$ cat src/rtl/capture_ctrl_pkg.sv
// Shared types and helpers for the capture/readout controller.
// - state_e        : sequencer states
// - BYTE_W         : width of one stream byte
// - bytes_per_word : number of stream bytes per RAM word
package capture_ctrl_pkg;

  typedef enum logic [2:0] {
    StIdle,
    StCapture,
    StFetch,
    StLoad,
    StSend
  } state_e;

  localparam int unsigned BYTE_W = 8;

  function automatic int unsigned bytes_per_word(input int unsigned width);
    return width / BYTE_W;
  endfunction

endpackage

$ cat src/rtl/capture_readout_ctrl_if.sv
// Bundle of the sample-source, RAM and UART TX stream signals around the controller.
// master : controller side (drives RAM write/read address and the TX stream)
// slave  : environment side (sample source, RAM model, UART TX)
interface capture_readout_ctrl_if #(
  parameter int unsigned DATA_WIDTH = 16,
  parameter int unsigned ADDR_WIDTH = 10
);

  // Sample source
  logic [DATA_WIDTH-1:0] sample_data;
  logic                  sample_valid;

  // Simple dual-port RAM
  logic                  ram_we;
  logic [ADDR_WIDTH-1:0] ram_waddr;
  logic [DATA_WIDTH-1:0] ram_wdata;
  logic [ADDR_WIDTH-1:0] ram_raddr;
  logic [DATA_WIDTH-1:0] ram_q;

  // Byte stream to UART TX
  logic [7:0]            tx_data;
  logic                  tx_valid;
  logic                  tx_ready;

  modport master (
    input  sample_data,
    input  sample_valid,
    output ram_we,
    output ram_waddr,
    output ram_wdata,
    output ram_raddr,
    input  ram_q,
    output tx_data,
    output tx_valid,
    input  tx_ready
  );

  modport slave (
    output sample_data,
    output sample_valid,
    input  ram_we,
    input  ram_waddr,
    input  ram_wdata,
    input  ram_raddr,
    output ram_q,
    input  tx_data,
    input  tx_valid,
    output tx_ready
  );

endinterface

$ cat src/rtl/word_byte_serializer.sv
// Splits one RAM word into bytes, most significant byte first, on a valid/ready stream.
// Ports:
//   clk, rst_n    : clock, asynchronous active-low reset
//   load_i        : capture load_data_i and restart the byte count
//   load_data_i   : word to serialize
//   send_i        : stream stage is offering the current byte
//   tx_ready_i    : sink accepts the byte
//   tx_data_o     : current byte (top byte of the shift register)
//   tx_valid_o    : byte valid
//   fire_o        : handshake this cycle
//   last_o        : current byte is the final byte of the word
module word_byte_serializer
  import capture_ctrl_pkg::*;
#(
  parameter int unsigned DATA_WIDTH = 16
) (
  input  logic                  clk,
  input  logic                  rst_n,
  input  logic                  load_i,
  input  logic [DATA_WIDTH-1:0] load_data_i,
  input  logic                  send_i,
  input  logic                  tx_ready_i,
  output logic [BYTE_W-1:0]     tx_data_o,
  output logic                  tx_valid_o,
  output logic                  fire_o,
  output logic                  last_o
);

  localparam int unsigned NBytes = bytes_per_word(DATA_WIDTH);
  localparam int unsigned CntW   = $clog2(NBytes + 1);

  logic [DATA_WIDTH-1:0] shift_q;
  logic [CntW-1:0]       bcnt_q;

  // Shift register only moves on a handshake, so the byte holds while stalled.
  assign tx_valid_o = send_i;
  assign fire_o     = send_i & tx_ready_i;
  assign tx_data_o  = shift_q[DATA_WIDTH-1 -: BYTE_W];
  assign last_o     = (bcnt_q == CntW'(1));

  always_ff @(posedge clk or negedge rst_n) begin
    if (!rst_n) begin
      shift_q <= '0;
      bcnt_q  <= '0;
    end else if (load_i) begin
      shift_q <= load_data_i;
      bcnt_q  <= CntW'(NBytes);
    end else if (fire_o) begin
      shift_q <= shift_q << BYTE_W;
      bcnt_q  <= bcnt_q - 1'b1;
    end
  end

endmodule

$ cat src/rtl/capture_readout_ctrl.sv
// Capture/readout sequencer: on start fills the whole sample RAM through the write port,
// then reads every word back and streams it MSB-byte-first to the UART TX path.
// Ports:
//   clk, rst_n : single clock (also clocks the RAM), asynchronous active-low reset
//   start      : begin a capture, honoured only when idle
//   abort      : return to idle from any state, wins over start
//   busy       : high whenever not idle
//   done       : one-cycle pulse after the final byte handshake
//   bus        : sample source, RAM ports and TX byte stream (master side)
module capture_readout_ctrl
  import capture_ctrl_pkg::*;
#(
  parameter int unsigned DATA_WIDTH = 16,
  parameter int unsigned ADDR_WIDTH = 10
) (
  input  logic                   clk,
  input  logic                   rst_n,
  input  logic                   start,
  input  logic                   abort,
  output logic                   busy,
  output logic                   done,
  capture_readout_ctrl_if.master bus
);

  if ((DATA_WIDTH == 0) || ((DATA_WIDTH % BYTE_W) != 0)) begin : g_width_check
    $error("capture_readout_ctrl: DATA_WIDTH must be a non-zero multiple of 8");
  end

  localparam logic [ADDR_WIDTH-1:0] LastAddr = {ADDR_WIDTH{1'b1}};

  state_e                state_q;
  logic [ADDR_WIDTH-1:0] wptr_q;
  logic [ADDR_WIDTH-1:0] rptr_q;
  logic [ADDR_WIDTH-1:0] raddr_q;
  logic                  done_q;

  logic                  ser_load;
  logic                  ser_send;
  logic                  ser_fire;
  logic                  ser_last;
  logic                  ser_valid;
  logic [BYTE_W-1:0]     ser_data;

  assign ser_load = (state_q == StLoad);
  assign ser_send = (state_q == StSend);

  word_byte_serializer #(
    .DATA_WIDTH (DATA_WIDTH)
  ) u_serializer (
    .clk         (clk),
    .rst_n       (rst_n),
    .load_i      (ser_load),
    .load_data_i (bus.ram_q),
    .send_i      (ser_send),
    .tx_ready_i  (bus.tx_ready),
    .tx_data_o   (ser_data),
    .tx_valid_o  (ser_valid),
    .fire_o      (ser_fire),
    .last_o      (ser_last)
  );

  // All decoded outputs depend on registered state; only ram_we also gates on sample_valid.
  assign bus.ram_we    = (state_q == StCapture) & bus.sample_valid;
  assign bus.ram_waddr = wptr_q;
  assign bus.ram_wdata = bus.sample_data;
  assign bus.ram_raddr = raddr_q;
  assign bus.tx_data   = ser_data;
  assign bus.tx_valid  = ser_valid;
  assign busy          = (state_q != StIdle);
  assign done          = done_q;

  always_ff @(posedge clk or negedge rst_n) begin
    if (!rst_n) begin
      state_q <= StIdle;
      wptr_q  <= '0;
      rptr_q  <= '0;
      raddr_q <= '0;
      done_q  <= 1'b0;
    end else begin
      done_q <= 1'b0;
      if (abort) begin
        state_q <= StIdle;
      end else begin
        unique case (state_q)
          StIdle: begin
            if (start) begin
              state_q <= StCapture;
              wptr_q  <= '0;
              rptr_q  <= '0;
            end
          end
          StCapture: begin
            if (bus.sample_valid) begin
              wptr_q <= wptr_q + 1'b1;
              if (wptr_q == LastAddr) begin
                state_q <= StFetch;
                raddr_q <= '0;
              end
            end
          end
          // RAM registers raddr this cycle; its output is valid in StLoad.
          StFetch: state_q <= StLoad;
          StLoad:  state_q <= StSend;
          StSend: begin
            if (ser_fire && ser_last) begin
              if (rptr_q == LastAddr) begin
                state_q <= StIdle;
                done_q  <= 1'b1;
              end else begin
                rptr_q  <= rptr_q + 1'b1;
                raddr_q <= rptr_q + 1'b1;
                state_q <= StFetch;
              end
            end
          end
          default: state_q <= StIdle;
        endcase
      end
    end
  end

endmodule

$ cat src/flat_wrapper.sv
// flat-port wrapper written by rule: the top's interface ports become plain ports
module capture_readout_ctrl_flat import capture_ctrl_pkg::*;
#(
  parameter int unsigned DATA_WIDTH = 16,
  parameter int unsigned ADDR_WIDTH = 10
)
  (clk, rst_n, start, abort, busy, done, bus_sample_data, bus_sample_valid, bus_ram_we, bus_ram_waddr, bus_ram_wdata, bus_ram_raddr, bus_ram_q, bus_tx_data, bus_tx_valid, bus_tx_ready);
  capture_readout_ctrl_if #(.DATA_WIDTH(DATA_WIDTH), .ADDR_WIDTH(ADDR_WIDTH)) bus_i ();
  input  logic clk;
  input  logic rst_n;
  input  logic start;
  input  logic abort;
  output logic busy;
  output logic done;
  input wire logic [$bits(bus_i.sample_data)-1:0] bus_sample_data;
  input wire logic [$bits(bus_i.sample_valid)-1:0] bus_sample_valid;
  output wire logic [$bits(bus_i.ram_we)-1:0] bus_ram_we;
  output wire logic [$bits(bus_i.ram_waddr)-1:0] bus_ram_waddr;
  output wire logic [$bits(bus_i.ram_wdata)-1:0] bus_ram_wdata;
  output wire logic [$bits(bus_i.ram_raddr)-1:0] bus_ram_raddr;
  input wire logic [$bits(bus_i.ram_q)-1:0] bus_ram_q;
  output wire logic [$bits(bus_i.tx_data)-1:0] bus_tx_data;
  output wire logic [$bits(bus_i.tx_valid)-1:0] bus_tx_valid;
  input wire logic [$bits(bus_i.tx_ready)-1:0] bus_tx_ready;
  assign bus_i.sample_data = bus_sample_data;
  assign bus_i.sample_valid = bus_sample_valid;
  assign bus_ram_we = bus_i.ram_we;
  assign bus_ram_waddr = bus_i.ram_waddr;
  assign bus_ram_wdata = bus_i.ram_wdata;
  assign bus_ram_raddr = bus_i.ram_raddr;
  assign bus_i.ram_q = bus_ram_q;
  assign bus_tx_data = bus_i.tx_data;
  assign bus_tx_valid = bus_i.tx_valid;
  assign bus_i.tx_ready = bus_tx_ready;
  capture_readout_ctrl #(.DATA_WIDTH(DATA_WIDTH), .ADDR_WIDTH(ADDR_WIDTH)) u_core (.clk(clk), .rst_n(rst_n), .start(start), .abort(abort), .busy(busy), .done(done), .bus(bus_i));
endmodule
$ cat config.mk
export PLATFORM = sky130hd
export DESIGN_NAME = capture_readout_ctrl_flat
export DESIGN_NICKNAME = d
export VERILOG_FILES = /design/src/rtl/capture_ctrl_pkg.sv /design/src/rtl/capture_readout_ctrl_if.sv /design/src/rtl/word_byte_serializer.sv /design/src/rtl/capture_readout_ctrl.sv /design/src/flat_wrapper.sv
export SDC_FILE = /design/constraint.sdc
export NUM_CORES = 1
export LEC_CHECK = 0
export CORE_ASPECT_RATIO = 0.7
export CORE_MARGIN = 2
export CORE_UTILIZATION = 42
export DETAILED_ROUTE_END_ITERATION = 8
export PLACE_DENSITY = 0.87
export SLEW_MARGIN = 20
export SYNTH_ARGS = -nofsm -noshare
export SYNTH_HDL_FRONTEND = slang
export SYNTH_SLANG_ARGS = --single-unit
$ cat constraint.sdc
create_clock -name clk -period 1.5 [get_ports clk]
set_input_delay 0.3 -clock clk [delete_from_list [all_inputs] [get_ports clk]]
set_output_delay 0.3 -clock clk [all_outputs]
set_load 0.01 [all_outputs]
==> key figures, run 1 <==
Floorplanning
  – I/O pin cnt: 86
  – Row cnt: 24
  – Die Ht: 71.47 µm
  – Full die area: 7175 µm²
  – Die W: 100.4 µm
  – Core ar.: 6246 µm²
  – Initial core utilization: 43.73%

Clock tree
  – Clock sink count: 52
  – Worst-path clk slew: 0.09 ns
  – Clock root buffer: clkbuf_8
  – Max clock buf depth: 2
  – TritonCTS clock tree: done
  – Clk_lat worst skew: 0.32 ns
  – H-tree Lvls: 2
  – Inserted Clock Buffers: 5

Final layout
  – # diodes: 0
  – Non-Filler Instances: 462
  – Multi-input logic area: 1648 µm²
  – Finished Cell Area: approximately 4500 µm²
  – # nets final: around 420
  – Fillers: 392
  – Fraction of layout cells with a size suffix above 1: 44.01%
  – Area Growth Syn to Fin: 63.58%
  – FF+latch area: 1308 µm²

Min path
  – Hold Path Class: in2async

Place
  – PortBufs: 53
  – Final Wtd Congestion: between 0.8 and 0.9
  – HPWL after DPL: 4.697 mm
  – Placed cell areas: 3591 µm²
  – Dpl cells: 419

Global route
  – Remaining Overflow, GRT: 0
  – Largest net degree at the start of global routing: 53
  – Vias in the first global route: 2563
  – Global-route usage over all layers: 22.82%
  – Initial antenna violation count: 0
  – Global-route wire length before repair: 12.65 mm

Worst setup path
  – Critical path, cell by cell: buf_6 -> buf_6 -> or3b_4 -> nor4_4 -> buf_6 -> a2bb2oi_4 -> a22o_1
  – Required time worst endpoint: 1.71 ns
  – Worst setup EP type: register
  – R2r setup slk: -0.33 ns
  – Worst setup SP type: register
  – Critical Path Most Common Cell: buf_6
  – Max FO, Critical Path: 5
  – Slowest CP cell: dfrtp_2
  – CP peak stage delay: 0.43 ns
  – Critical path class: reg2reg
  – CP arrival: 2.04 ns

Route
  – DRC viols: 0
  – Total length of routed wires: 9.121 mm
  – Routed wire per std cell: between 15 and 20 µm
  – Vias/cell: approximately 5.8
  – Remaining antenna violation count after routing: 0
  – Iter 0 DRT Violations: 180
  – Pre-antenna DRT Iters: 4
  – Routed vias: 2657

Timing
  – Minimum clock period: 1.835 ns
  – RSZ-0062 raised after global routing: true
  – Period utilisation layout: 122.3%
  – Rel. slew slack: 61.85%
  – Count of final setup violators: between 50 and 60
  – Least-Margin Pin Slew: 0.5663 ns
  – Max-slew violation count: 0
  – Setup Skew: 0.006789 ns
  – Final hold slack: 0.4800 ns
  – Max Freq: 0.5451 GHz
  – Final Hold Vio Count: 0
  – Crit path setup slack, layout: -0.3345 ns

Synth
  – Synth cell types: 46
  – Post-synth ARST share: 100.0%
  – EDFF count, synth: 0
  – Post-synth net total: 312
  – Syn_area_per_cell: 10.08 µm²
  – Synth top area cells: dfrtp_1 (48%), buf_4 (7.1%), nand2_1 (5.2%), o21ai_0 (4.2%), mux2i_1 (3.3%)
  – Top-area cell type share of the netlist area: 47.64%
  – Syn Inst Count: 271
  – Synth Register Bits: 52
  – Post-synth top area cell: dfrtp_1
  – Yosys warns: 0
  – Top FF cell, synth: dfrtp_1
  – Synthesized area: between 2000 and 3000 µm²
  – Seq/Total Area, Yosys: between 40% and 50%

Flow run
  – # Max-Cap Violations: 0

Pwr
  – Pwr Total: 0.003099 W
  – Peak supply drop: 0.0003861 V
  – Pwr/cell area: about 690 nW/µm²
  – P_leak: around 2.2 nW

Status
  – Failing checks: setup timing
  – Status: finished with violations
==> layout make-up <==
type / instances / area share [%]
multi-input cells: 185 / 36.88
flip-flops and latches: 52 / 29.26
repair buffers: 137 / 28.68
well taps: 78 / 2.184
clock buffers: 7 / 2.156
clock inverters: 1 / 0.6721
inverters: 2 / 0.1680
==> worst max-delay path, delay by kind of cell (launching register included) <==
kind	cells	cell delay, ns
buffers and inverters	3	0.42
AOI/OAI and AO/OA	2	0.33
and+or+nand+nor	2	0.54
DFF	1	0.43
==> path summary, 6_finish.rpt <==
| path | startpoint | endpoint | depth (start not counted) |
|---|---|---|---|
| max | u_core.state_q[2] | u_core.bus.ram_raddr[2] | 7 |
| min | rst_n | u_core.u_serializer.shift_q[14] | 3 |
| max reg2reg | u_core.state_q[2] | u_core.bus.ram_raddr[2] | 7 |
| min reg2reg | u_core.bus.ram_raddr[8] | u_core.bus.ram_raddr[8] | 1 |
| max in group asynchronous | rst_n | u_core.state_q[0] | 3 |
| min in group clk | u_core.bus.ram_raddr[8] | u_core.bus.ram_raddr[8] | 1 |
==> state kept, by name, indices dropped and copies added, names as in the netlist <==
register                     count
u_core.bus.ram_waddr            10
u_core.done                      1
u_core.u_serializer.shift_q     16
u_core.bus.ram_raddr            10
u_core.rptr_q                   10
u_core.u_serializer.bcnt_q       2
u_core.state_q                   3
==> routing by layer <==
metal,vias to the layer above,GRT usage [%],wire (µm)
met5,-,0,0
met1,1338,28.80,3773
li1,1166,-,-
met2,126,39.60,4551
met3,27,5.659,521
met4,0,5.936,274
==> layout by cell type, fill, tap and decap left out, drive strengths merged, types with 2 or more instances in the layout <==
| cell | count |
|---|---|
| a211oi | 2 |
| and3 | 3 |
| nand2 | 38 |
| xnor2 | 3 |
| a22o | 4 |
| mux2i | 9 |
| nor4 | 2 |
| nand3 | 17 |
| buf | 87 |
| clkbuf | 7 |
| ha | 3 |
| nand3b | 2 |
| o31ai | 3 |
| nor3 | 7 |
| nor2 | 10 |
| or2 | 2 |
| dfrtp | 52 |
| or3 | 5 |
| a2bb2oi | 2 |
| a21o | 12 |
| inv | 2 |
| nand2b | 6 |
| clkdlybuf4s15 | 2 |
| o211ai | 2 |
| and2 | 2 |
| clkdlybuf4s50 | 20 |
| nor3b | 2 |
| dlygate4sd2 | 26 |
| nand4 | 3 |
| a21oi | 7 |
| a211o | 2 |
| xor2 | 3 |
| o2bb2ai | 5 |
| o21ai | 23 |
==> cells by family after synthesis <==
| kind of cell | synth area share [%] |
|---|---|
| DFF | 47.64 |
| xor gates and xnor gates | 1.924 |
| and+or+nand+nor | 20.98 |
| AOI/OAI and AO/OA | 15.44 |
| adders and majority gates | 1.374 |
| buffers and inverters | 8.933 |
| muxes | 3.711 |
==> cells in the mapped netlist (6+ instances only) <==
cell and n:
o21ai_0 23, dfrtp_1 52, a21oi_1 7, mux2i_1 9, nand2b_1 6, buf_4 26
nor2_1 10, nand2_1 38, nand3_1 17, a21o_1 12
==> report_power, final <==
group	switching, W	internal, W	total [W]
Combinational	0.000251	0.000287	0.000538
Clock	0.000483	0.000589	0.00107
Sequential	0.0000348	0.00145	0.00149
Total	0.000769	0.00233	0.00310
==> metrics by stage <==
stage / setup WS (ns) / utilization (%) / setup TNS (ns)
global placement: -0.3582 / 57.49 / -10.71
detailed placement: -0.4359 / 57.49 / -13.19
finish: -0.3345 / 71.53 / -10.51
global route: -0.3566 / 71.53 / -12.73
floorplan: -0.05302 / - / -0.1732
CTS: -0.2786 / 67.11 / -6.818
==> repair_timing <==
item	4_1_cts	5_1_grt
cloned	3	0
resized for setup	120	47
pin swaps	27	30
hold buffers	1	0
hold endpoints to repair	52	0
endpoints found under the setup margin	80	59
buffers inserted	21	14
(Power assumes the default switching activity.)
==> inputs of run 2 (changes only) <==
- ABC_CLOCK_PERIOD_IN_PS: not set -> 1500
==> results of run 2 <==
Final layout, timing and power as in run 1 (identical DEF).
